File: src/rtl/map_gen_pkg.sv
// Shared constants, cell encoding and helpers for the cell map writer and the draw stages.
package map_gen_pkg;

  localparam int CELLS_X   = 32;
  localparam int CELLS_Y   = 24;
  localparam int CELL_SIZE = 20;
  localparam int N_CELLS   = CELLS_X * CELLS_Y;
  localparam int ADDR_W    = $clog2(N_CELLS);
  localparam int XW        = $clog2(CELLS_X);
  localparam int YW        = $clog2(CELLS_Y);

  localparam logic [15:0] LFSR_TAPS = 16'hB400;

  typedef enum logic [1:0] {
    CELL_EMPTY = 2'b00,
    CELL_WALL  = 2'b01,
    CELL_BLOCK = 2'b10
  } cell_t;

  typedef enum logic [1:0] {
    ST_IDLE = 2'd0,
    ST_GEN  = 2'd1,
    ST_FIN  = 2'd2
  } state_t;

  localparam logic [XW-1:0] X_LAST = XW'(CELLS_X - 1);
  localparam logic [YW-1:0] Y_LAST = YW'(CELLS_Y - 1);

  function automatic logic is_border(input logic [XW-1:0] x, input logic [YW-1:0] y);
    return (x == '0) || (x == X_LAST) || (y == '0) || (y == Y_LAST);
  endfunction

  // Spawn pockets in two opposite corners are always kept clear.
  function automatic logic is_spawn(input logic [XW-1:0] x, input logic [YW-1:0] y);
    return ((x == XW'(1))           && (y == YW'(1)))           ||
           ((x == XW'(2))           && (y == YW'(1)))           ||
           ((x == XW'(1))           && (y == YW'(2)))           ||
           ((x == XW'(CELLS_X - 2)) && (y == YW'(CELLS_Y - 2))) ||
           ((x == XW'(CELLS_X - 3)) && (y == YW'(CELLS_Y - 2))) ||
           ((x == XW'(CELLS_X - 2)) && (y == YW'(CELLS_Y - 3)));
  endfunction

  function automatic logic [15:0] lfsr_step(input logic [15:0] v);
    return {1'b0, v[15:1]} ^ (v[0] ? LFSR_TAPS : 16'h0000);
  endfunction

endpackage

File: src/rtl/map_gen_lfsr16.sv
// 16-bit Galois LFSR with seed load and a guard that never lets it hold zero.
module map_gen_lfsr16
  import map_gen_pkg::*;
#(
  parameter logic [15:0] DEFAULT_SEED = 16'hACE1
) (
  input  logic        clk,
  input  logic        rst,
  input  logic        load,
  input  logic [15:0] seed,
  input  logic        en,
  output logic [7:0]  rand_byte
);

  logic [15:0] value;

  // Seed load wins over stepping; a zero seed falls back to the default.
  always_ff @(posedge clk) begin
    if (rst) begin
      value <= DEFAULT_SEED;
    end else if (load) begin
      value <= (seed == 16'h0000) ? DEFAULT_SEED : seed;
    end else if (en) begin
      value <= lfsr_step(value);
    end
  end

  assign rand_byte = value[7:0];

endmodule

File: src/rtl/map_gen.sv
// Cell map writer: fills the map with walls, spawn pockets and random blocks, one cell per clock,
// and serves a registered read port to the draw stages.
module map_gen
  import map_gen_pkg::*;
#(
  parameter logic [7:0]  FILL_THRESHOLD = 8'd96,
  parameter logic [15:0] DEFAULT_SEED   = 16'hACE1
) (
  input  logic              clk,
  input  logic              rst,
  input  logic              start,
  input  logic              seed_load,
  input  logic [15:0]       seed_in,
  output logic              busy,
  output logic              done,
  output logic              map_valid,
  input  logic [ADDR_W-1:0] rd_addr,
  output logic [1:0]        rd_data
);

  state_t            state, state_nxt;
  logic              busy_nxt, done_nxt, map_valid_nxt;
  logic [XW-1:0]     x;
  logic [YW-1:0]     y;
  logic [7:0]        rand_byte;
  logic [ADDR_W-1:0] wr_addr;
  logic              wr_en;
  cell_t             cell_wr;
  logic [1:0]        mem [N_CELLS];

  map_gen_lfsr16 #(
    .DEFAULT_SEED(DEFAULT_SEED)
  ) u_lfsr (
    .clk      (clk),
    .rst      (rst),
    .load     (seed_load && (state == ST_IDLE)),
    .seed     (seed_in),
    .en       (state == ST_GEN),
    .rand_byte(rand_byte)
  );

  // State and registered handshake outputs.
  always_ff @(posedge clk) begin
    if (rst) begin
      state     <= ST_IDLE;
      busy      <= 1'b0;
      done      <= 1'b0;
      map_valid <= 1'b0;
    end else begin
      state     <= state_nxt;
      busy      <= busy_nxt;
      done      <= done_nxt;
      map_valid <= map_valid_nxt;
    end
  end

  // Next-state decode; start outside IDLE is dropped, not queued.
  always_comb begin
    state_nxt = state;
    case (state)
      ST_IDLE: if (start) state_nxt = ST_GEN;
      ST_GEN:  if ((x == X_LAST) && (y == Y_LAST)) state_nxt = ST_FIN;
      ST_FIN:  state_nxt = ST_IDLE;
      default: state_nxt = ST_IDLE;
    endcase
  end

  // Next values of the handshake outputs; done lands the cycle after FIN.
  always_comb begin
    busy_nxt      = busy;
    done_nxt      = 1'b0;
    map_valid_nxt = map_valid;
    case (state)
      ST_IDLE: begin
        if (start) begin
          busy_nxt      = 1'b1;
          map_valid_nxt = 1'b0;
        end
      end
      ST_FIN: begin
        busy_nxt      = 1'b0;
        done_nxt      = 1'b1;
        map_valid_nxt = 1'b1;
      end
      default: ;
    endcase
  end

  // Raster-order cell position, cleared when a new map is requested.
  always_ff @(posedge clk) begin
    if (rst) begin
      x <= '0;
      y <= '0;
    end else if ((state == ST_IDLE) && start) begin
      x <= '0;
      y <= '0;
    end else if (state == ST_GEN) begin
      if (x == X_LAST) begin
        x <= '0;
        y <= (y == Y_LAST) ? '0 : y + YW'(1);
      end else begin
        x <= x + XW'(1);
      end
    end
  end

  // Cell content priority: border wall, then clear spawn pocket, then random block.
  always_comb begin
    cell_wr = CELL_EMPTY;
    if (is_border(x, y)) begin
      cell_wr = CELL_WALL;
    end else if (is_spawn(x, y)) begin
      cell_wr = CELL_EMPTY;
    end else if (rand_byte < FILL_THRESHOLD) begin
      cell_wr = CELL_BLOCK;
    end
  end

  assign wr_addr = ADDR_W'(y) * ADDR_W'(CELLS_X) + ADDR_W'(x);
  assign wr_en   = (state == ST_GEN);

  // Map RAM write port; contents survive reset.
  always_ff @(posedge clk) begin
    if (wr_en) begin
      mem[wr_addr] <= cell_wr;
    end
  end

  // Registered read-first port; addresses beyond the map read as empty.
  always_ff @(posedge clk) begin
    if (rst) begin
      rd_data <= CELL_EMPTY;
    end else if (rd_addr < ADDR_W'(N_CELLS)) begin
      rd_data <= mem[rd_addr];
    end else begin
      rd_data <= CELL_EMPTY;
    end
  end

endmodule

File: config.mk
export PLATFORM = sky130hd
export DESIGN_NAME = map_gen
export DESIGN_NICKNAME = d
export VERILOG_FILES = /design/src/rtl/map_gen_pkg.sv /design/src/rtl/map_gen_lfsr16.sv /design/src/rtl/map_gen.sv
export SDC_FILE = /design/constraint.sdc
export NUM_CORES = 2
export LEC_CHECK = 0
export CORE_AREA = 3 3 434 436
export DETAILED_ROUTE_END_ITERATION = 10
export DIE_AREA = 0 0 437 439
export GPL_TIMING_DRIVEN = 1
export PLACE_DENSITY = 0.48
export RECOVER_POWER = 50
export SLEW_MARGIN = 20
export SYNTH_ARGS = -nofsm -noshare
export SYNTH_HDL_FRONTEND = slang
export SYNTH_SLANG_ARGS = --single-unit
File: constraint.sdc
create_clock -name clk -period 107.5 [get_ports clk]
set_input_delay 26.875 -clock clk [delete_from_list [all_inputs] [get_ports clk]]
set_output_delay 26.875 -clock clk [all_outputs]
set_load 0.005 [all_outputs]
Word level (Yosys, flattened, before mapping)
Memories as Yosys holds them, arrays and structs flattened. A register that Yosys moved wholly into a read port is not among the register bits.
Index checks and enable logic that the tools add are counted.
{"block": "totals", "ff_bits": 31, "latch_bits": 0, "ram_bits": 1536, "mem_bits_ro": 0, "input_bits": 30, "output_inout_bits": 5, "wordCells": 76, "n_memories": 1}
{"memory": "mem", "depth": 768, "width": 2, "rd": 1, "rd_ports_with_merged_regs": 1, "wr": 1, "line": "map_gen.sv:29", "source": "logic [1:0] mem [N_CELLS];"}
{"block": "classes", "n_addsub": 3, "multipliers": 0, "div_mod_pow": 0, "order_cmp": 2, "eq_ne": 14, "n_shift": 0, "muxes": 19, "n_bitwise": 2, "n_reduce_logical": 28}
{"op": "16-bit two-way mux", "n": 4}
{"op": "5-bit == test, second input constant", "n": 6}
{"op": "16-bit logical NOT", "n": 1}
{"op": "15-bit by 16-bit bitwise XOR with 16-bit output", "n": 1}
{"op": "10-bit by 5-bit adder with 10-bit output", "n": 1}
{"op": "5-bit by 1-bit adder with 5-bit output, second input constant", "n": 2}
{"op": "5-bit by 1-bit == test with 1-bit output, second input constant", "n": 2}
{"op": "5-bit by 2-bit == test with 1-bit output, second input constant", "n": 2}
{"op": "5-bit logical NOT", "n": 2}
{"op": "10-bit < comparator, second input constant", "n": 1}
{"op": "2-bit two-way mux", "n": 5}
{"op": "5-bit two-way mux", "n": 2}
{"op": "1-bit logical AND", "n": 9}
{"op": "1-bit logical OR", "n": 8}
{"op": "8-bit by 7-bit < comparator with 1-bit output, second input constant", "n": 1}
{"op": "2-bit AND reduction", "n": 3}
{"op": "1-bit two-way mux", "n": 5}
{"op": "2-bit inequality test, second input constant", "n": 2}
{"op": "1-bit one-hot mux with 2 select lines", "n": 2}
{"op": "2-bit one-hot mux with 2 select lines", "n": 1}
{"op": "2-bit nonzero test", "n": 2}
{"op": "2-bit OR reduction", "n": 2}
{"op": "2-bit by 1-bit == test with 1-bit output, second input constant", "n": 1}
{"op": "2-bit == test, second input constant", "n": 1}
{"op": "other kinds (2)", "n": 2}

Depth between registers and ports, before layout
{"block": "logic_depth", "depth_word": 9, "depth_mapped": 14, "depth_no_buf": 8}

Modules after synthesis
A second synthesis with hierarchy kept.
{"block": "unflattened", "cells_unflattened": 3702, "hier_area_um2": 64605.7}
{"mod": "map_gen", "instances": 1, "cells_each": 3606, "area_per_inst_um2": 63669.8, "seq_area_each_um2": 46464.6}
{"mod": "map_gen_lfsr16", "instances": 1, "cells_each": 96, "area_per_inst_um2": 935.9, "seq_area_each_um2": 320.3}

Least setup slack after synthesis
Ideal clock, no wire load.
{"block": "synth_timing", "kind": "register to register", "startpoint": "reg y[0]", "endpoint": "mem mem[0][1], data pin", "setup_ns": 12.952, "arrival_ns": 78.833, "t_required_ns": 94.548, "slack_ns": 15.715, "stages_incl_launch_ff": 6, "path_buffers": 0, "synth_period_minus_slack_ns": 91.785, "path_cell_list": "dfxtp_1 > ha_1 > nor2b_1 > nand3_1 > nand4_1 > nor3_1"}
{"block": "synth_between", "elab_chain_len": 9, "elab_cells_between_ends": 21, "classes_between": "eq/ne: 5; mux: 2; reduce/logical: 14"}
{"item": "start: declaration", "line": "map_gen.sv:24", "source": "logic [YW-1:0] y;"}
{"item": "start signal: assignment", "line": "map_gen.sv:100", "source": "y <= (y == Y_LAST) ? '0 : y + YW'(1);"}
{"item": "5-bit by 1-bit == test with 1-bit output", "line": "map_gen_pkg.sv:35, map_gen_pkg.sv:36"}
{"item": "1-bit logical AND (on tied branches)", "line": "map_gen_pkg.sv:35, map_gen_pkg.sv:36"}
{"item": "1-bit logical OR", "line": "map_gen_pkg.sv:35", "source": "return ((x == XW'(1)) && (y == YW'(1))) ||"}
{"item": "1-bit logical OR", "line": "map_gen_pkg.sv:36", "source": "((x == XW'(2)) && (y == YW'(1))) ||"}
{"item": "1-bit logical OR", "line": "map_gen_pkg.sv:37", "source": "((x == XW'(1)) && (y == YW'(2))) ||"}
{"item": "1-bit logical OR", "line": "map_gen_pkg.sv:38", "source": "((x == XW'(CELLS_X - 2)) && (y == YW'(CELLS_Y - 2))) ||"}
{"item": "1-bit logical OR", "line": "map_gen_pkg.sv:39", "source": "((x == XW'(CELLS_X - 3)) && (y == YW'(CELLS_Y - 2))) ||"}
{"item": "2-bit two-way mux", "line": "map_gen.sv:112", "source": "end else if (is_spawn(x, y)) begin"}
{"item": "2-bit two-way mux (*)", "line": "map_gen.sv:110", "source": "if (is_border(x, y)) begin"}
{"item": "net cell_wr[1]", "line": "map_gen.sv:28", "source": "cell_t cell_wr;"}
{"item": "end: declaration", "line": "map_gen.sv:29"}
Mark *: on every way through the listed nets, which the timed path passes. The rest lies on a longest branch.

Worst setup path in the final report
{"block": "layout_timing", "startpoint": "in rd_addr[0]", "endpoint": "reg rd_data[0], read port of mem"}
{"block": "layout_between", "elab_chain_len": 3}
{"item": "start: declaration", "line": "map_gen.sv:17", "source": "input logic [ADDR_W-1:0] rd_addr,"}
{"item": "10-bit < comparator", "line": "map_gen.sv:133", "source": "end else if (rd_addr < ADDR_W'(N_CELLS)) begin"}
{"item": "1-bit NOT (no source line)"}
{"item": "2-bit OR reduction (no source line)"}
{"item": "end: declaration", "line": "map_gen.sv:18", "source": "output logic [1:0] rd_data"}
Several ways; a longest one is shown, not always the timed one.
A chain may end at the register's enable or synchronous reset.

==> flow_metrics.py <==
metrics = {
    "hold_path": {
        "holdPathStages": 2,
        "holdCritStartpoint": "u_lfsr.value[8]",
        "holdPathEnd": "u_lfsr.value[8]",
        "worstHoldPathType": "flip-flop to flip-flop",
    },
    "detailed_routing": {
        "route.antenna.remaining_nets": 0,
        "drc": 0,
        "vias_per_cell": 5.50,
        "drt_wl_total_um": 195000,
        "vias": 35349,
        "drtPass1Iterations": 5,
        "drt_iter0_drc": 3652,
        "wire_per_inst_um": 30.4,
    },
    "yosys": {
        "postSynthAreaPerCell_um2": 17.0,
        "yosysMostFrequentCell": "edfxtp_1",
        "synth_ff_type": "edfxtp_1",
        "synth_cell_types": 68,
        "async_reset_ff_frac": 0,
        "synth_edf_count": 1536,
        "synth_area_leader_cell": "edfxtp_1",
        "synth_nets": 3835,
        "synth_top_area_share": 0.713,
        "synth_cells": 3796,
        "ys_top_cells_by_count": "edfxtp_1, nor2_1, mux4_2",
        "yosys_warnings": 0,
        "ys_ff_latch": 1569,
        "yosysSeqAreaShare": 0.724,
        "synth.cell_area_um2": 64600,
        "ys_top_cells_by_area": "edfxtp_1, mux4_2, nor2_1",
    },
    "setup_path": {
        "r2r_slack_ns": 98.63,
        "end_kind": "flip-flop",
        "critical_path_arrival_ns": 31.83,
        "slowest_stage": "buf_4",
        "path_common_cell": "buf_4",
        "cp_cell_sequence": "buf_8 -> buf_4 -> buf_4 -> buf_4 -> mux4_2 -> mux4_2 -> nor2_1 -> a21oi_1 -> nand3_1 -> nor4_1 -> nand3_1 -> o2111ai_1",
        "critPathTopFamily": "buffers and inverters",
        "crit_type": "input port to flip-flop",
        "rr_endpoint": "mem[653][0]",
        "worst_setup_path_start_kind": "input port",
        "ff2ff_path_depth": 10,
        "regToRegStartpoint": "y[1]",
        "crit_required_ns": 108.16,
        "cp.buffers_inverters": 4,
        "slowest_delay_ns": 0.80,
        "critPathMaxFanout": 75,
    },
    "sta": {
        "fin_crit_sh": 0.290,
        "slew_headroom": -1.64,
        "hold_viol": 0,
        "rsz0062_at_grt": "false",
        "holdWs_ns": 0.464,
        "fin_skew_ns": 0.0205,
        "report.final.slew_viol_count": 953,
        "fin_setup_tns_ns": 0,
        "min_period_ns": 31.17,
        "worst_slew_pin_slew_ns": 3.96,
        "max_freq_mhz": 32.1,
        "setup_viol": 0,
    },
    "clocking": {
        "ctsResizeCount": 0,
        "post_cts_buffers": 0,
        "cts_tree": "built",
        "ctsRootBufferMaster": "clkbuf_16",
        "cts_inserted_buffers": 172,
        "clk_latency_ns": 0.81,
        "clk_pin_slew_ns": 0.06,
        "cts.sinks": 1569,
        "holdBufCountCts": 0,
        "h-tree-depth": 4,
        "clk_path_buf_depth": 3,
    },
    "place": {
        "dp_hpwl_um": 107000,
        "place_area_um2": 67500,
        "dp.cells": 6109,
        "io_buffers": 34,
        "place.gp.congestion": 0.806,
    },
    "pwr": {
        "vdd_drop_max_mv": 0.0150,
        "power_density_nw_per_um2": 17.6,
        "p_leak_uw": 0.0205,
    },
    "status": {
        "status": "complete, but fails checks",
        "violations": "max-capacitance violations, max-slew violations",
    },
    "grt": {
        "grt_pass1_vias": 36425,
        "grt_pass1_wl_um": 277000,
        "antenna_found_initial": 8,
        "grt_util_all_layers": 0.203,
        "grt_max_degree": 214,
        "grt.overflow.total": 0,
    },
    "job": {
        "cap_violations": 33,
    },
    "floorplanning": {
        "die_w_um": 437,
        "std_cell_rows": 158,
        "ioPinCount": 35,
        "core-area_um2": 185000,
        "initial_core_util": 0.349,
        "dieHeight_um": 439,
        "die_area_um2": 192000,
    },
    "finish": {
        "stdcell_count": 6430,
        "fin_util": 0.392,
        "syn2layout_area_growth_pct": 12.3,
        "nFillCells": 17093,
        "nets": 3842,
        "drive_gt1_frac": 0.180,
        "fin_area_um2": 72600,
    },
}
-- sequential cells by signal, indices dropped and copies added, names as in the netlist --
name and count:
done 1, busy 1, y 5, rd_data 2, u_lfsr.value 16, map_valid 1
x 5, mem 1536, state 2
-- where the power goes --
part           switching [uW]  leakage [uW]  internal (uW)
Sequential              0.865        0.0128            662
Clock                     246       0.00265            324
Combinational            29.1       0.00503           18.9
-- layout make-up --
cell class,count,area [um^2],area share
clock inverters,94,783,0.0108
inverters,11,42.5,0.000586
repair buffers,133,1090,0.0150
flip-flops and latches,1569,46800,0.644
multi-input cells,1916,16200,0.223
well taps,2480,3100,0.0427
diodes,1,2.50,0.0000345
clock buffers,226,4640,0.0639
-- metal layers --
| metal | routed length (um) | global-route usage |
|---|---|---|
| met5 | 13 | 0 |
| met2 | 91900 | 0.321 |
| met4 | 6100 | 0.0673 |
| met1 | 85500 | 0.285 |
| met3 | 11900 | 0.0325 |
-- worst register-to-register path: cells and delay by family (launching register included) --
family / cells / cell delay, ns
buffers and inverters: 6 / 6.88
and+or+nand+nor: 3 / 0.93
DFF: 1 / 0.40
adders and majority gates: 1 / 0.30
-- cells in the final DEF, fill, tap and decap left out, types with 17 or more instances in the layout --
cell / synthesis / routed
mux4_1: 20 / 20
mux2i_1: 126 / 126
nor2_1: 816 / 814
buf_4: 22 / 79
o21ai_0: 45 / 45
clkinv_1: 0 / 33
nand2_1: 117 / 111
mux4_2: 327 / 327
nor2b_1: 21 / 19
clkbuf_1: 156 / 58
a221oi_1: 23 / 23
nor4_1: 17 / 17
a22oi_1: 34 / 34
o22ai_1: 24 / 24
clkinv_2: 0 / 32
a21oi_1: 66 / 66
clkbuf_16: 0 / 174
nor3_1: 26 / 26
dfxtp_1: 33 / 33
nand3_1: 56 / 53
edfxtp_1: 1536 / 1536
mux2_2: 21 / 21
clkdlybuf4s50_1: 0 / 28
o221ai_1: 26 / 26
-- worst max path at each step --
stage,startpoint,endpoint,slack [ns],depth (start not counted)
after floorplan,y[0],mem[0][1],15.71,5
after global placement,rd_addr[0],rd_data[1],75.41,12
after detailed placement,rd_addr[0],rd_data[1],75.42,12
after CTS,rd_addr[0],rd_data[1],76.30,12
after global routing,rd_addr[0],rd_data[0],75.96,12
final,rd_addr[0],rd_data[0],76.33,12
-- logic make-up (layout without fill, tap and decap cells) --
logic type / Yosys count / after routing / share of synthesized area
other: 0 / 1 / 0
buffers and inverters: 311 / 464 / 0.0270
XOR/XNOR: 5 / 5 / 0.000678
AO/OA/AOI/OAI: 284 / 284 / 0.0296
adder cells (fa/ha/maj): 9 / 9 / 0.00174
multiplexers: 494 / 494 / 0.145
flip-flops: 1569 / 1569 / 0.724
AND/OR/NAND/NOR: 1124 / 1124 / 0.0721
-- per-stage QoR --
| stage | power [uW] | setup WS, ns |
|---|---|---|
| finish | 1280 | 76.33 |
| global route | 1320 | 75.96 |
| CTS | 1290 | 76.30 |
| detailed placement | 724 | 75.42 |
| global placement | 724 | 75.41 |
| floorplan | 708 | 15.71 |
(Power assumes the default switching activity.)
